### src/rtl/load_store_unit.sv
// Load/store unit: one request at a time between the CPU datapath and a wait-stated
// data memory, with lane formatting, load extension, alignment and timeout errors.
module load_store_unit #(
    parameter int unsigned TIMEOUT_CYCLES = 255
) (
    input  logic        i_clk,
    input  logic        i_reset,
    input  logic        i_req_valid,
    output logic        o_req_ready,
    input  logic        i_req_write,
    input  logic [1:0]  i_req_size,
    input  logic        i_req_zero_ext,
    input  logic [31:0] i_req_addr,
    input  logic [31:0] i_req_wdata,
    output logic        o_mem_req,
    output logic        o_mem_we,
    output logic [31:0] o_mem_addr,
    output logic [3:0]  o_mem_be,
    output logic [31:0] o_mem_wdata,
    input  logic        i_mem_ack,
    input  logic [31:0] i_mem_rdata,
    output logic        o_resp_valid,
    output logic [31:0] o_resp_rdata,
    output logic        o_resp_error
);

    typedef enum logic [1:0] {
        S_IDLE   = 2'd0,
        S_ACCESS = 2'd1,
        S_RESP   = 2'd2
    } state_t;

    localparam logic [15:0] TO_LIMIT = 16'(TIMEOUT_CYCLES);

    function automatic logic f_aligned(input logic [1:0] size, input logic [1:0] off);
        case (size)
            2'b00:   return 1'b1;
            2'b01:   return ~off[0];
            2'b10:   return (off == 2'b00);
            default: return 1'b0;
        endcase
    endfunction

    function automatic logic [3:0] f_be(input logic write, input logic [1:0] size,
                                        input logic [1:0] off);
        if (!write) begin
            return 4'b1111;
        end else begin
            case (size)
                2'b00:   return 4'b0001 << off;
                2'b01:   return 4'b0011 << off;
                default: return 4'b1111;
            endcase
        end
    endfunction

    function automatic logic [31:0] f_wdata(input logic write, input logic [1:0] size,
                                            input logic [31:0] wdata);
        if (!write) begin
            return 32'h0000_0000;
        end else begin
            case (size)
                2'b00:   return {4{wdata[7:0]}};
                2'b01:   return {2{wdata[15:0]}};
                default: return wdata;
            endcase
        end
    endfunction

    // Byte/half extraction uses the captured offset; word loads pass through.
    function automatic logic [31:0] f_load(input logic [1:0] size, input logic zext,
                                           input logic [1:0] off, input logic [31:0] rdata);
        logic [7:0]  v_byte;
        logic [15:0] v_half;
        v_byte = rdata[{off, 3'b000} +: 8];
        v_half = rdata[{off[1], 4'b0000} +: 16];
        case (size)
            2'b00:   return zext ? {24'h00_0000, v_byte} : {{24{v_byte[7]}}, v_byte};
            2'b01:   return zext ? {16'h0000, v_half} : {{16{v_half[15]}}, v_half};
            default: return rdata;
        endcase
    endfunction

    state_t      r_state;
    logic        r_req_ready;
    logic        r_write;
    logic [1:0]  r_size;
    logic        r_zext;
    logic [1:0]  r_off;
    logic [15:0] r_cnt;
    logic        r_mem_req;
    logic        r_mem_we;
    logic [31:0] r_mem_addr;
    logic [3:0]  r_mem_be;
    logic [31:0] r_mem_wdata;
    logic        r_resp_valid;
    logic [31:0] r_resp_rdata;
    logic        r_resp_error;

    logic [15:0] w_cnt_next;
    logic [31:0] w_load_data;

    assign w_cnt_next  = r_cnt + 16'd1;
    assign w_load_data = f_load(r_size, r_zext, r_off, i_mem_rdata);

    // Request/memory/response sequencing with all outputs registered.
    always_ff @(posedge i_clk or posedge i_reset) begin
        if (i_reset) begin
            r_state      <= S_IDLE;
            r_req_ready  <= 1'b1;
            r_write      <= 1'b0;
            r_size       <= 2'b00;
            r_zext       <= 1'b0;
            r_off        <= 2'b00;
            r_cnt        <= 16'd0;
            r_mem_req    <= 1'b0;
            r_mem_we     <= 1'b0;
            r_mem_addr   <= 32'h0000_0000;
            r_mem_be     <= 4'b0000;
            r_mem_wdata  <= 32'h0000_0000;
            r_resp_valid <= 1'b0;
            r_resp_rdata <= 32'h0000_0000;
            r_resp_error <= 1'b0;
        end else begin
            case (r_state)
                S_IDLE: begin
                    if (i_req_valid) begin
                        r_write     <= i_req_write;
                        r_size      <= i_req_size;
                        r_zext      <= i_req_zero_ext;
                        r_off       <= i_req_addr[1:0];
                        r_req_ready <= 1'b0;
                        if (f_aligned(i_req_size, i_req_addr[1:0])) begin
                            r_state     <= S_ACCESS;
                            r_cnt       <= 16'd0;
                            r_mem_req   <= 1'b1;
                            r_mem_we    <= i_req_write;
                            r_mem_addr  <= {i_req_addr[31:2], 2'b00};
                            r_mem_be    <= f_be(i_req_write, i_req_size, i_req_addr[1:0]);
                            r_mem_wdata <= f_wdata(i_req_write, i_req_size, i_req_wdata);
                        end else begin
                            r_state      <= S_RESP;
                            r_resp_valid <= 1'b1;
                            r_resp_rdata <= 32'h0000_0000;
                            r_resp_error <= 1'b1;
                        end
                    end
                end
                S_ACCESS: begin
                    // An ack in the final allowed cycle still counts as success.
                    if (i_mem_ack || (w_cnt_next == TO_LIMIT)) begin
                        r_state      <= S_RESP;
                        r_mem_req    <= 1'b0;
                        r_mem_we     <= 1'b0;
                        r_mem_addr   <= 32'h0000_0000;
                        r_mem_be     <= 4'b0000;
                        r_mem_wdata  <= 32'h0000_0000;
                        r_resp_valid <= 1'b1;
                        r_resp_error <= ~i_mem_ack;
                        r_resp_rdata <= (i_mem_ack && !r_write) ? w_load_data : 32'h0000_0000;
                    end
                    if (!i_mem_ack) begin
                        r_cnt <= w_cnt_next;
                    end
                end
                S_RESP: begin
                    r_state      <= S_IDLE;
                    r_req_ready  <= 1'b1;
                    r_resp_valid <= 1'b0;
                    r_resp_rdata <= 32'h0000_0000;
                    r_resp_error <= 1'b0;
                end
                default: begin
                    r_state      <= S_IDLE;
                    r_req_ready  <= 1'b1;
                    r_mem_req    <= 1'b0;
                    r_mem_we     <= 1'b0;
                    r_resp_valid <= 1'b0;
                    r_resp_rdata <= 32'h0000_0000;
                    r_resp_error <= 1'b0;
                end
            endcase
        end
    end

    assign o_req_ready  = r_req_ready;
    assign o_mem_req    = r_mem_req;
    assign o_mem_we     = r_mem_we;
    assign o_mem_addr   = r_mem_addr;
    assign o_mem_be     = r_mem_be;
    assign o_mem_wdata  = r_mem_wdata;
    assign o_resp_valid = r_resp_valid;
    assign o_resp_rdata = r_resp_rdata;
    assign o_resp_error = r_resp_error;

endmodule

### config.mk
export PLATFORM = sky130hd
export DESIGN_NAME = load_store_unit
export DESIGN_NICKNAME = d
export VERILOG_FILES = /design/src/rtl/load_store_unit.sv
export SDC_FILE = /design/constraint.sdc
export NUM_CORES = 1
export LEC_CHECK = 0
export ABC_CLOCK_PERIOD_IN_PS = 5900
export CAP_MARGIN = 20
export CORE_MARGIN = 5
export CORE_UTILIZATION = 47
export DETAILED_ROUTE_END_ITERATION = 10
export PLACE_DENSITY = 0.87
export SLEW_MARGIN = 15
export SYNTH_ARGS = -nofsm -noshare
export SYNTH_HDL_FRONTEND = slang
export SYNTH_SLANG_ARGS = --single-unit
export TNS_END_PERCENT = 20
### constraint.sdc
create_clock -name i_clk -period 5.9 [get_ports i_clk]
set_input_delay 1.77 -clock i_clk [delete_from_list [all_inputs] [get_ports i_clk]]
set_output_delay 1.77 -clock i_clk [all_outputs]
set_load 0.02 [all_outputs]
==> metrics.md, run 1 <==
| Metric | Value |
|---|---|
| Placed insts | 1,083 |
| # hold bufs at CTS | 0 |
| Worst Skew | 5.65 ps |
| Clock transition at path regs | 50 ps |
| Post-place setup slack | 1720 ps |
| H-tree level count | 4 |
| CP Capture Type | flop |
| Number of distinct library cells after synthesis | 52 |
| Met1 Use GR | 31.2% |
| Syn Area/Cell | 9.03 sq um |
| Core Area | 14,400 sq um |
| Number of buffers created by CTS | 17 |
| Asr flop ratio synth | 100% |
| Ports | 209 |
| Type of the tightest min-delay check | reg2reg |
| Slowest cell delay on critical path | 790 ps |
| Via-to-Cell Ratio | 5.88 |
| Fmax | 0.264 GHz |
| Final Critical Period | 3790 ps |
| Drt first pass iters | 5 |
| Die area | 16,900 sq um |
| Setup TNS | 0 ps |
| Die Wd | 130 microns |
| Final setup fails | 0 |
| Fin Hold WS | 501 ps |
| Peak VDD IR | 0.303 mV |
| Reg2reg end | o_mem_addr[27] |
| Vias | 6,553 |
| Fin. Hold Viols | 0 |
| Worst Tran Pin Value | 968 ps |
| I/O Buffers | 206 |
| Total GRT Usage | 24.7% |
| Filler cells | 1,146 |
| Largest net degree at the start of global routing | 82 |
| PwrDens | 413 nW/um^2 |
| Synth-to-Final Area Change | 39.3% |
| Outcome | complete, no violations |
| CTS tree | built |
| Multi-input gate area | 3120 sq um |
| Register-to-Register Path Depth | 8 |
| First-pass GRT wire length | 32.9 mm |
| DP HPWL | 14.5 mm |
| Register Area | 3180 sq um |
| Max clock buf depth | 2 |
| Seq/Total Area, Yosys | 46.8% |
| Max-Cap Viols | 0 |
| Die Ht | 130 microns |
| Number of global-route vias before repair | 6,280 |
| Post-CTS Setup Bufs | 0 |
| Synth Cell Area | 6790 sq um |
| Crit Path Max Fanout | 25 |
| Setup crit start | i_req_size[0] |
| Site Rows | 44 |
| Flop2flop setup slack | 2630 ps |
| Gr ovfl total | 0 |
| Yosys Warn Count | 0 |
| Clock sink count | 127 |
| Wirelength per Cell | 18.8 microns |
| Worst setup margin | 2110 ps |
| Final WL | 21.0 mm |
| CP endpoint | o_resp_rdata[20] |
| Synth Instances | 752 |
| CP cell instances | clkdlybuf4s50_1, buf_4, o21a_1, o22ai_1, o21a_1, buf_4, a31oi_1, o41ai_1 |
| Antenna violations before repair | 0 |
| Worst setup path category | in2reg |
| # diodes | 0 |
| Grt met2 use | 39.0% |
| Final Slew Violations | 0 |
| CP max-delay cell | o21a_1 |
| Post-synth top flop | dfrtp_1 |
| Initial DRC Count | 645 |
| Utilization after layout | 65.8% |
| Net count, final | 1,026 |
| Grt met3 use | 9.01% |
| Register bit total from synthesis | 127 |
| Starting Density | 47.2% |
| Fraction of layout cells with a size suffix above 1 | 8.59% |
| Critical Path AT | 4090 ps |
| Final Non-Filler Cells | 1,115 |
| Clk_lat worst skew | 420 ps |
| CP required | 6200 ps |
| Busiest grt layer | met2 |
| LEAKAGE | 0.00393 uW |
| Clk root buf | clkbuf_16 |
| Slew headroom | 35.4% |
| CTS resizes | 0 |
| Final Cycle Share | 64.2% |
| RSZ-0062 raised after global routing | no |
| Final weighted congestion in routability-driven placement | 0.839 |
| Post-synth EDFFs | 0 |
| ANT nets after route | 0 |
| # DRC | 0 |
| Reg2reg start | r_cnt[1] |
| Worst setup SP type | input pin |
-- cell usage after synthesis, types with 2 or more instances --
cell type	count	share of area (%)
and2_1	3	0.28
nand2_1	130	7.2
mux2_2	23	3.8
dfrtp_1	126	46
a21o_1	3	0.33
o31ai_1	2	0.22
nand3_1	19	1.4
o21ai_0	49	3.6
nand4_1	4	0.37
o221ai_1	7	0.90
a21oi_1	22	1.6
nor3_1	7	0.52
a221oi_1	10	1.3
o22ai_1	35	3.2
a31oi_1	34	3.1
a22o_1	34	4.4
o41ai_1	27	3.5
inv_1	50	2.8
buf_1	2	0.11
nor2_1	34	1.9
o311ai_0	7	0.90
or3_1	2	0.18
clkbuf_1	60	3.3
nor2b_1	2	0.18
nand2b_1	6	0.55
a211o_1	2	0.26
o31a_1	2	0.26
buf_4	3	0.33
o21a_1	3	0.33
buf_6	4	0.66
ha_1	2	0.37
buf_2	4	0.29
mux2i_1	15	2.2
-- cell type report --
type                       instances  area share (%)
timing repair buffer             221            23.2
clock inverter                     8           0.688
tap                              184            2.43
inverter                          50            2.01
multi-input combinational        503            33.0
sequential                       127            33.6
clock buffer                      22            5.01
-- routing by layer --
layer	share of wire (%)	up-vias
li1	-	3055
met1	39	3140
met2	49	315
met3	9.8	43
met4	2.6	0
met5	0	-
-- worst min path at each step --
stage | end | start | slack [ps] | cells after the start
floorplan | r_cnt[10] | r_cnt[10] | 470 | 1
global placement | o_mem_addr[30] | o_mem_addr[30] | 490 | 1
detailed placement | o_mem_addr[25] | o_mem_addr[25] | 490 | 1
CTS | o_mem_addr[12] | o_mem_addr[12] | 510 | 1
global route | o_mem_addr[8] | o_mem_addr[8] | 520 | 1
finish | o_mem_addr[12] | o_mem_addr[12] | 500 | 1
-- per-stage QoR --
| stage | area [sq um] | power (uW) |
|---|---|---|
| 2_1_floorplan | 6790 | 2190 |
| 6_report | 9460 | 3900 |
| 5_1_grt | 9460 | 4100 |
| 3_3_place_gp | 8880 | 2880 |
| 4_1_cts | 9420 | 3900 |
| 3_5_place_dp | 8880 | 2920 |
-- worst max-delay path, delay by kind of cell --
family | cells | cell delay (ps)
compound gates | 5 | 1370
buf+inv | 3 | 920
-- cells by family after synthesis --
family                     Yosys count  synth area share, %
AOI/OAI and AO/OA                  242                 24.6
and+or+nand+nor                    216                 14.0
DFF                                127                 46.8
buffers and inverters              123                 7.48
muxes                               39                 6.36
adders and majority gates            2                0.369
xor gates and xnor gates             2                0.258
other                                1               0.0552
-- flip-flops by register name, indices dropped and copies added, names as in the netlist --
signal and flops:
o_mem_be 4, r_cnt 16, o_resp_rdata 32, o_mem_req 1, r_write 1, r_state 2
o_req_ready 1, o_resp_error 1, r_off 2, o_resp_valid 1, o_mem_we 1, r_zext 1
r_size 2, o_mem_addr 30, o_mem_wdata 32
-- where the power goes --
| group | total (uW) | internal, uW | switching (uW) |
|---|---|---|---|
| clock network | 972 | 601 | 371 |
| registers | 1370 | 1130 | 242 |
| logic | 1560 | 716 | 845 |
| total | 3900 | 2440 | 1460 |
-- layout by cell type, fill, tap and decap left out, types with 2 or more instances in the layout --
master / count
inv_1: 49
a21oi_1: 22
a211o_1: 2
clkbuf_16: 17
conb_1: 2
o21a_1: 3
a21o_1: 2
nor3_2: 2
nand4_1: 4
mux2_2: 23
nor2b_1: 2
o31a_1: 2
nand3_1: 19
clkbuf_1: 2
o21ai_0: 49
clkdlybuf4s50_1: 206
a221oi_1: 10
a22o_1: 34
nor2_1: 33
mux2i_1: 15
o41ai_1: 27
and2_1: 3
buf_4: 13
nor3_1: 5
dfrtp_1: 125
clkinv_2: 7
or3_1: 2
o311ai_0: 7
clkbuf_8: 3
o221ai_1: 7
nand2_1: 130
ha_1: 2
a31oi_1: 34
o22ai_1: 35
nand2b_1: 6
o31ai_1: 2
Power figures use the tool's default switching activity.
==> run 2, diff against run 1 <==
ABC_CLOCK_PERIOD_IN_PS = 3200   (was 5900)
CORE_UTILIZATION = 43   (was 47)
PLACE_DENSITY = 0.84   (was 0.87)
clock period = 3.2 ns   (was 5.9 ns; I/O delays follow)
==> metrics.md, run 2 (synthesized netlist as in run 1, its figures left out) <==
| Metric | Value |
|---|---|
| Outcome | complete, no violations |
| # hold bufs at CTS | 0 |
| Drt first pass iters | 5 |
| Final Cycle Share | 92.3% |
| First-pass GRT wire length | 33.0 mm |
| CTS tree | built |
| Fin. Hold Viols | 0 |
| I/O Buffers | 206 |
| Clk root buf | clkbuf_16 |
| Crit Path Max Fanout | 36 |
| Total GRT Usage | 22.5% |
| Worst Skew | 11.0 ps |
| Final weighted congestion in routability-driven placement | 0.862 |
| Worst Tran Pin Value | 644 ps |
| Critical Path AT | 3250 ps |
| CTS resizes | 0 |
| Initial DRC Count | 573 |
| # DRC | 0 |
| Reg2reg end | o_mem_addr[28] |
| Final WL | 20.8 mm |
| Via-to-Cell Ratio | 5.62 |
| LEAKAGE | 0.00403 uW |
| Filler cells | 1,251 |
| Clock sink count | 127 |
| Core Area | 15,700 sq um |
| Final Slew Violations | 0 |
| Starting Density | 43.2% |
| Ports | 209 |
| Post-CTS Setup Bufs | 0 |
| Fmax | 0.339 GHz |
| Largest net degree at the start of global routing | 63 |
| RSZ-0062 raised after global routing | no |
| Die area | 18,400 sq um |
| Final Critical Period | 2950 ps |
| Utilization after layout | 61.9% |
| Net count, final | 1,044 |
| Antenna violations before repair | 1 |
| Fraction of layout cells with a size suffix above 1 | 10.5% |
| Peak VDD IR | 0.468 mV |
| DP HPWL | 14.8 mm |
| WHS Path Cells | 2 |
| Critical hold path startpoint | o_req_ready |
| Number of global-route vias before repair | 6,375 |
| Setup TNS | 0 ps |
| Type of the tightest min-delay check | reg2reg |
| Commonest non-fill, non-tap cell in the layout | clkdlybuf4s50_1 |
| Flop2flop setup slack | 250 ps |
| Most frequent cells in the layout | clkdlybuf4s50_1, nand2_1, dfrtp_1 |
| Number of buffers created by CTS | 17 |
| Die Ht | 136 microns |
| Worst setup SP type | flop |
| Gr ovfl total | 0 |
| Synth-to-Final Area Change | 43.3% |
| Vias | 6,567 |
| Max-Cap Viols | 0 |
| Final setup fails | 0 |
| CP Capture Type | flop |
| CP required | 3500 ps |
| Clk_lat worst skew | 420 ps |
| Worst hold endpoint | o_req_ready |
| Register-to-Register Path Depth | 8 |
| Slew headroom | 57.1% |
| Reg2reg start | r_cnt[0] |
| PwrDens | 748 nW/um^2 |
| ANT nets after route | 0 |
| Worst setup path category | reg2reg |
| Site Rows | 46 |
| Wirelength per Cell | 17.8 microns |
| Clock transition at path regs | 60 ps |
| Max clock buf depth | 2 |
| H-tree level count | 4 |
| Die Wd | 136 microns |
-- run 2: cell types whose count changed in the layout (fill, tap and decap cells not counted), sizes merged --
cell,before,now
clkbuf,22,20
buf,15,33
inv,50,51
clkinv,7,6
clkinvlp,0,4
diode,0,1
-- run 2: final cells by class --
| cell class | instances | area, sq um | area share [%] |
|---|---|---|---|
| diodes | 1 | 2.50 | 0.0257 |
| clock buffers | 20 | 457 | 4.70 |
| clock inverters | 12 | 111 | 1.14 |
| inverters | 50 | 191 | 1.97 |
| multi-input cells | 503 | 3120 | 32.1 |
| flip-flops and latches | 127 | 3180 | 32.7 |
| well taps | 216 | 270 | 2.78 |
| repair buffers | 239 | 2400 | 24.6 |
-- run 2: per-stage QoR --
stage / hold slack (ps) / cell area [sq um] / cells / setup WS [ps] / total power, uW
after floorplan: 473 / 6800 / 753 / 424 / 4040
after global placement: 487 / 9160 / 1135 / 177 / 5360
after detailed placement: 490 / 9160 / 1135 / 131 / 5430
after CTS: 501 / 9720 / 1167 / 291 / 7310
after global routing: 515 / 9730 / 1168 / 130 / 7630
final: 500 / 9730 / 1168 / 248 / 7280
-- run 2: where the power goes --
part / internal (uW) / total [uW] / switching, uW / leakage, uW
clock: 1110 / 1850 / 738 / 0.000273
combinational: 1370 / 2980 / 1610 / 0.00208
sequential: 2080 / 2450 / 370 / 0.00168
-- run 2: how the worst max path moves through the flow --
stage / to / startpoint / depth (start not counted) / slack, ps
5_1_grt: o_mem_addr[23] / r_cnt[0] / 8 / 130
4_1_cts: o_mem_addr[28] / r_cnt[0] / 8 / 290
6_report: o_mem_addr[28] / r_cnt[0] / 8 / 250
2_1_floorplan: o_mem_addr[10] / r_cnt[1] / 10 / 420
3_3_place_gp: o_mem_addr[20] / i_req_size[0] / 8 / 180
3_5_place_dp: o_mem_addr[29] / i_req_size[0] / 8 / 130
-- run 2: worst max-delay path, stage by stage, from the launching register on --
cell and delay (ps):
dfrtp_1 520, ha_1 220, nand3_1 230, nor4_4 380
mux2i_1 140, or4b_1 570, o31a_1 340, buf_12 180
a22o_1 250
-- run 2: layer usage --
metal	up-vias	track usage, %	wire length [microns]	share of wire (%)
met5	-	0	0	0
met4	0	7.11	396	1.9
met3	34	7.95	1900	9.2
met2	289	36.4	10000	48
met1	3144	28.5	8400	40
li1	3100	-	-	-
